[src/rtl/spi_regif.sv]
// Register-access front end behind the SPI slave: decodes 16-bit frames into
// single-cycle register bus writes/reads and returns status plus read data on din.
module spi_regif #(
    parameter int unsigned     AW        = 7,
    parameter logic [AW-1:0]   CTRL_ADDR = 7'h7F,
    parameter logic [3:0]      SYNC      = 4'hA
) (
    input  logic          clk,
    input  logic          reset,
    input  logic          start,
    input  logic          done,
    input  logic [15:0]   dout,
    output logic [15:0]   din,
    output logic [AW-1:0] reg_addr,
    output logic [7:0]    reg_wdata,
    output logic          reg_we,
    output logic          reg_re,
    input  logic [7:0]    reg_rdata,
    output logic [7:0]    frame_cnt,
    output logic          err
);

    typedef enum logic [1:0] {IDLE, WR, RD, RDCAP} state_e;

    state_e        state_q, state_d;
    logic          in_frame_q, in_frame_d;
    logic          ovf_q, ovf_d;
    logic          abort_q, abort_d;
    logic          rdvalid_q, rdvalid_d;
    logic [7:0]    rdbuf_q, rdbuf_d;
    logic [AW-1:0] reg_addr_q, reg_addr_d;
    logic [7:0]    reg_wdata_q, reg_wdata_d;
    logic          reg_we_q, reg_we_d;
    logic          reg_re_q, reg_re_d;
    logic [7:0]    frame_cnt_q, frame_cnt_d;
    logic          err_q, err_d;
    logic [15:0]   din_q, din_d;
    logic          frame_ok;

    always_ff @(posedge clk) begin
        if (reset) begin
            state_q     <= IDLE;
            in_frame_q  <= 1'b0;
            ovf_q       <= 1'b0;
            abort_q     <= 1'b0;
            rdvalid_q   <= 1'b0;
            rdbuf_q     <= '0;
            reg_addr_q  <= '0;
            reg_wdata_q <= '0;
            reg_we_q    <= 1'b0;
            reg_re_q    <= 1'b0;
            frame_cnt_q <= '0;
            err_q       <= 1'b0;
            din_q       <= {SYNC, 12'h000};
        end else begin
            state_q     <= state_d;
            in_frame_q  <= in_frame_d;
            ovf_q       <= ovf_d;
            abort_q     <= abort_d;
            rdvalid_q   <= rdvalid_d;
            rdbuf_q     <= rdbuf_d;
            reg_addr_q  <= reg_addr_d;
            reg_wdata_q <= reg_wdata_d;
            reg_we_q    <= reg_we_d;
            reg_re_q    <= reg_re_d;
            frame_cnt_q <= frame_cnt_d;
            err_q       <= err_d;
            din_q       <= din_d;
        end
    end

    always_comb begin
        state_d     = state_q;
        in_frame_d  = in_frame_q;
        ovf_d       = ovf_q;
        abort_d     = abort_q;
        rdvalid_d   = rdvalid_q;
        rdbuf_d     = rdbuf_q;
        reg_addr_d  = reg_addr_q;
        reg_wdata_d = reg_wdata_q;
        reg_we_d    = 1'b0;
        reg_re_d    = 1'b0;
        frame_cnt_d = frame_cnt_q;
        frame_ok    = done && in_frame_q;

        // A same-cycle done is decoded first, so start then re-arms without abort.
        if (start) begin
            in_frame_d = 1'b1;
        end else if (done) begin
            in_frame_d = 1'b0;
        end
        if (start && in_frame_q && !done) begin
            abort_d = 1'b1;
        end

        // Strobes are registered, so RDCAP spans two cycles: the reg_re cycle,
        // then the cycle in which reg_rdata is valid and gets captured.
        case (state_q)
            WR: begin
                reg_we_d = 1'b1;
                state_d  = IDLE;
            end
            RD: begin
                reg_re_d = 1'b1;
                state_d  = RDCAP;
            end
            RDCAP: begin
                if (!reg_re_q) begin
                    rdbuf_d   = reg_rdata;
                    rdvalid_d = 1'b1;
                    state_d   = IDLE;
                end
            end
            default: ;
        endcase

        if (frame_ok) begin
            frame_cnt_d = frame_cnt_q + 8'd1;
            if (state_q == IDLE) begin
                reg_addr_d  = dout[14:8];
                reg_wdata_d = dout[7:0];
                if (dout[15]) begin
                    state_d = RD;
                end else begin
                    rdvalid_d = 1'b0;
                    if (dout[14:8] != CTRL_ADDR) begin
                        state_d = WR;
                    end else if (dout[0]) begin
                        ovf_d   = 1'b0;
                        abort_d = 1'b0;
                    end
                end
            end else begin
                ovf_d = 1'b1;
            end
        end

        din_d = {SYNC, ovf_q, abort_q, rdvalid_q, 1'b0, rdbuf_q};
        err_d = ovf_q | abort_q;
    end

    assign din       = din_q;
    assign reg_addr  = reg_addr_q;
    assign reg_wdata = reg_wdata_q;
    assign reg_we    = reg_we_q;
    assign reg_re    = reg_re_q;
    assign frame_cnt = frame_cnt_q;
    assign err       = err_q;

endmodule

[config.mk]
export PLATFORM = sky130hd
export DESIGN_NAME = spi_regif
export DESIGN_NICKNAME = d
export VERILOG_FILES = /design/src/rtl/spi_regif.sv
export SDC_FILE = /design/constraint.sdc
export NUM_CORES = 1
export LEC_CHECK = 0
export CAP_MARGIN = 20
export CORE_MARGIN = 2
export CORE_UTILIZATION = 35
export CTS_CLUSTER_DIAMETER = 40
export CTS_CLUSTER_SIZE = 10
export DETAILED_ROUTE_END_ITERATION = 10
export PLACE_DENSITY = 0.7
export SLEW_MARGIN = 20
export SYNTH_ARGS = -nofsm -noshare
export SYNTH_HDL_FRONTEND = slang
export SYNTH_SLANG_ARGS = --single-unit
[constraint.sdc]
create_clock -name clk -period 3.4 [get_ports clk]
set_input_delay 0.51 -clock clk [delete_from_list [all_inputs] [get_ports clk]]
set_output_delay 0.51 -clock clk [all_outputs]
set_load 0.02 [all_outputs]
; Word-level counts from Yosys, hierarchy flattened
; Cells that the tools add are included.
[op_classes]
mul = 0
n_reduce_logical = 9
n_addsub = 1
shift = 0
bitwise = 2
order_cmp = 0
n_eq_ne = 7
div = 0
mux = 25
[op_table]
columns = cell, n
row1 = 1-bit two-way mux, 19
row2 = 2-bit two-way mux, 5
row3 = "8-bit by 1-bit adder with 8-bit output, second input constant", 1
row4 = "7-bit inequality test, second input constant", 1
row5 = "2-bit inequality test, second input constant", 3
row6 = 2-bit one-hot mux with 3 select lines, 1
row7 = "2-bit equality test, second input constant", 2
row8 = 2-bit AND reduction, 2
row9 = 4-bit AND reduction, 1
row10 = 1-bit logical AND, 3
row11 = "2-bit by 1-bit equality test with 1-bit output, second input constant", 1
row12 = 2-bit logical NOT, 1
row13 = 2-bit nonzero test, 1
row14 = 1-bit logical NOT, 1
row15 = 1-bit NOT, 1
row16 = 1-bit bitwise OR, 1
[word_totals]
latch_bits = 0
register_bits = 56
output_inout_bits = 42
rom_bits = 0
mem_bits_rw = 0
memories = 0
inputBits = 28
word_cells = 58

; Logic depth before layout (Yosys ltp)
[depth]
ltp_word = 8
depth_mapped = 5
ltp_nobuf = 4

; Least setup slack after synthesis
; OpenSTA, ideal clock, no wires.
[synth_timing]
path_type = input -> register
from = in reset
to = reg frame_cnt_q[0], in the netlist frame_cnt[0]
arrival_ps = 1301
setup_slack_ps = 1971
setup_time_ps = 128
n_path_buf = 3
t_required_ps = 3272
path_stages = 4
cell_sequence = buf_2 buf_1 clkbuf_1 nor2_1
[synth_lines]
columns = element, line_no
row1 = start: declaration, 9  ; input logic reset,
row2 = end signal: assignment, 66  ; frame_cnt_q <= frame_cnt_d;
row3 = end: declaration, 35  ; logic [7:0] frame_cnt_q, frame_cnt_d;
; No word-level cell between the ends.

; Final worst setup path
[layout_timing]
from = in done
to = reg reg_addr_q[5], in the netlist reg_addr[5]
[layout_via]
elab_chain_len = 2
[layout_lines]
columns = element, line_no
row1 = start: declaration, 11  ; input logic done,
row2 = 1-bit logical AND, 84  ; frame_ok = done && in_frame_q;
row3 = 2-bit AND reduction (no line), -
row4 = end signal: assignment, 62  ; reg_addr_q <= reg_addr_d;
row5 = end: declaration, 31  ; logic [AW-1:0] reg_addr_q, reg_addr_d;
; No other way between the ends.
; A chain may end at the register's enable or synchronous reset.

==> results by stage <==
STA:
- Summed over all failing endpoints, the final setup total negative slack is 0 ns.
- The number of failing setup endpoints in the final timing report is 0.
- Setup repair after global routing left no endpoint under its margin.
- For the pin with the worst max-slew slack, the measured transition is roughly 0.80 ns.
- Static timing analysis puts the maximum clock frequency at 511 MHz.
- The final worst clock skew is approximately 0.0075 ns.
- The worst path needs approximately 2.0 ns of the cycle, external delays included.
- The max-slew violation total from the final report is 0.
- In this run the tightest slew margin relative to its limit is roughly 47%.
- The final count of hold timing violations is 0.
- The share of the cycle needed by the critical path after routing is 57.6%.

Logic synthesis:
- The synthesized flop and latch total is between 50 and 60.
- In the synthesized netlist, the number of instances is 194.
- Of the post-synthesis cell area, the part taken by muxes is 1.66%.
- Averaged over all synthesized cells, the footprint is slightly above 9 um^2.
- The share of flip-flops with an asynchronous set or reset after synthesis is 0%.
- The xor-xnor portion of the synthesized cell area is less than 1%.
- The synthesized netlist occupies a cell area of 1810 um^2.
- Yosys printed 0 warnings.
- In the synthesized netlist the dominant register cell turns out to be dfxtp_1.
- The number of different library cells used by synthesis comes to 34.
- After synthesis, the largest family of logic cells by area is simple AND/OR/NAND/NOR gates.
- The count of flip-flops with a built-in enable after synthesis is 0.
- The synthesized netlist devotes less than 1% of its cell area to adder and majority cells.
- The post-synthesis simple-gate area fraction is between 20% and 30%.
- The synthesized netlist devotes approximately 13% of its cell area to compound gates.
- The part of the Yosys area used for sequential elements is a little under three fifths.

Setup path:
- The critical path endpoint category is a flip-flop.
- Of all nets on the critical path, the largest fanout is 16.
- The setup check on the worst reg-to-reg path leaves a slack of approximately 1.8 ns.
- STA classifies the critical path startpoint as an input pin.
- The data arrival at the endpoint of the critical path is ~2.1 ns.
- The length in cells of the worst reg-to-reg path is 3.
- The required arrival time at the worst endpoint is roughly 3.6 ns.
- The critical setup path kind is in -> reg.

Layout:
- Compared with the post-synthesis result, the final layout area differs by 40.8%.
- After the last flow step, the layout net total stands at 282.
- With fillers left out, the area of the finished cells amounts to 2540 um^2.
- Cells with a size suffix above 1 make up between 4 and 5% of the layout.
- 0 antenna diodes ended up in the layout.

Placed design:
- The cell area reported after detailed placement is 2460 um^2.
- Buffers placed on the I/O ports in this run total 64.
- The weighted congestion at the end of routability-driven global placement is between 0.7 and 0.8.
- The placed wire-length estimate after detailed placement is approximately 2600 um.

GRT:
- The wire length of the first global-routing pass is ~5700 um.
- The number of antenna violations at the first check in global routing came to 0.
- The number of global-route vias before repair is about 1300.
- The total routing resource utilization after global routing is 13.2%.
- For this run the aggregate overflow at the end of global routing stands at 0.
- Entering global routing, the biggest net connects 47 pins.

Outcome:
- The run finished with clean final reports.

CTS:
- At the later pin of the worst-skew pair, clock insertion delay measures 0.29 ns.
- After clock tree synthesis, the repair step resized 0 gates.
- The maximum level of the CTS H-tree is 2.
- Clock tree synthesis selected as its root buffer the cell clkbuf_8.
- The TritonCTS clock tree is built.
- Buffers inserted during clock tree synthesis total 5.
- The number of buffers on the longest clock path is 2.
- The number of buffers added for setup after CTS is 0.
- The clock net in this run drives a total of between 50 and 60 sinks.
- The number of hold buffers added after CTS was 0.
- Clock-pin slew was measured on the worst setup and hold paths at around 0.090 ns.

Pwr:
- The sum of internal, switching and leakage power is between 1 and 1.5 mW.
- The peak supply drop is 0.000234 V.
- The total power per unit cell area is around 420 nW/um^2.
- The leakage power is slightly above 0.9 nW.

Drt:
- The count of nets left with antenna violations after detail routing is 0.
- The routed layout has 1486 vias.
- In the final routed layout, each cell accounts on average for approximately 11 um.
- The first-pass detailed-route iteration total is 4.
- The starting DRC count in detailed routing is 62.
- The total length of routed wires is ~3600 um.
- For this run, design rule violations remaining after detail routing come to 0.
- In the routed layout, each cell is associated on average with a via count of 4.59.

Floorplanning:
- The I/O pin count is 70.
- Once the floorplan was initialized, standard cells occupied between 30% and 40% of the core.
- The total die area is around 5800 um^2.
- After floorplanning, the core was sized to cover a little over 5000 um^2.
- The row count is 26.
- The width of the die is 75.8 um.
- The die extent in y is ~76 um.

Min path:
- Counting instances, the worst hold path has a depth of 2.
- The worst hold-check path type is reg -> reg.

Flow run:
- The max capacitance violation total is 0.
-- placed cells by master, fill, tap and decap left out, drive strengths merged, types with 3 or more instances in the layout --
cell type	n
a21oi	24
clkbuf	6
clkdlybuf4s50	63
conb	5
dfxtp	51
inv	3
mux2i	3
nand2	35
nand3	6
nor2	9
nor2b	11
o21ai	4
o22a	5
o31ai	3
or4	3
-- worst max-delay path, stage by stage --
cell,delay [ns]
clkdlybuf4s50_1,0.63
nand4bb_1,0.61
nand2_1,0.26
a21oi_1,0.09
-- cell type report --
class	instances	area (um^2)
fill	471	2500
sequential	51	1020
multi-input combinational	128	703
timing repair buffer	64	636
tap	70	87.6
clock buffer	6	72.6
clock inverter	2	12.5
inverter	3	11.3
-- synthesized netlist by cell type, types with 3 or more instances --
master    instances  area (um^2)
clkbuf_1          4         15.0
o21ai_0           4         20.0
nor2_1            9         33.8
inv_1             3         11.3
or4_1             3         22.5
o22a_1            5         43.8
a21oi_1          24          120
nand2_1          34          128
nor2b_1          11         68.8
dfxtp_1          51         1020
buf_2             3         15.0
nand3_1           6         30.0
buf_4             6         45.0
mux2i_1           3         30.0
o31ai_1           3         22.5
-- registers in the layout, summed over array words and instances, names as in the netlist, 2 cells and up --
signal     count
reg_wdata      8
frame_cnt      8
din           11
rdbuf_q        8
reg_addr       7
state_q        2
-- metal layers --
| layer | up-vias | share of wire, % | routed length [um] | global-route usage (%) |
|---|---|---|---|---|
| met3 | 5 | 7.5 | 274 | 4.76 |
| met5 | - | 0 | 0 | 0 |
| met1 | 671 | 44 | 1610 | 16.1 |
| li1 | 768 | - | - | - |
| met2 | 42 | 47 | 1710 | 21.1 |
| met4 | 0 | 1.3 | 49 | 5.26 |
-- where the power goes --
part	switching [mW]	total, mW	internal (mW)	leakage (nW)
clock network	0.183	0.327	0.144	0.0412
registers	0.0100	0.624	0.614	0.413
logic	0.0567	0.116	0.0593	0.451
-- per-stage QoR --
step / worst slack, ns / instances / hold WS (ns) / util, %
floorplan: 1.97 / 197 / 0.438 / -
global placement: 1.17 / 316 / 0.448 / 48.8
detailed placement: 1.11 / 316 / 0.450 / 48.8
CTS: 1.43 / 324 / 0.465 / 50.4
global route: 1.23 / 324 / 0.481 / 50.4
finish: 1.44 / 324 / 0.462 / 50.4
-- logic make-up (layout without fill, tap and decap cells) --
family / after synthesis / in the layout
and+or+nand+nor: 78 / 78
other: 2 / 5
DFF: 51 / 51
AOI/OAI and AO/OA: 39 / 39
xor gates and xnor gates: 2 / 2
muxes: 3 / 3
adders and majority gates: 1 / 1
buffers and inverters: 18 / 75
-- path summary, 6_finish.rpt --
check	start	endpoint
max	done	reg_addr[5]
min	reg_wdata[1]	reg_wdata[1]
max reg2reg	in_frame_q	reg_addr[5]
min reg2reg	reg_wdata[1]	reg_wdata[1]
No activity file was read; power rests on OpenSTA's default activity.
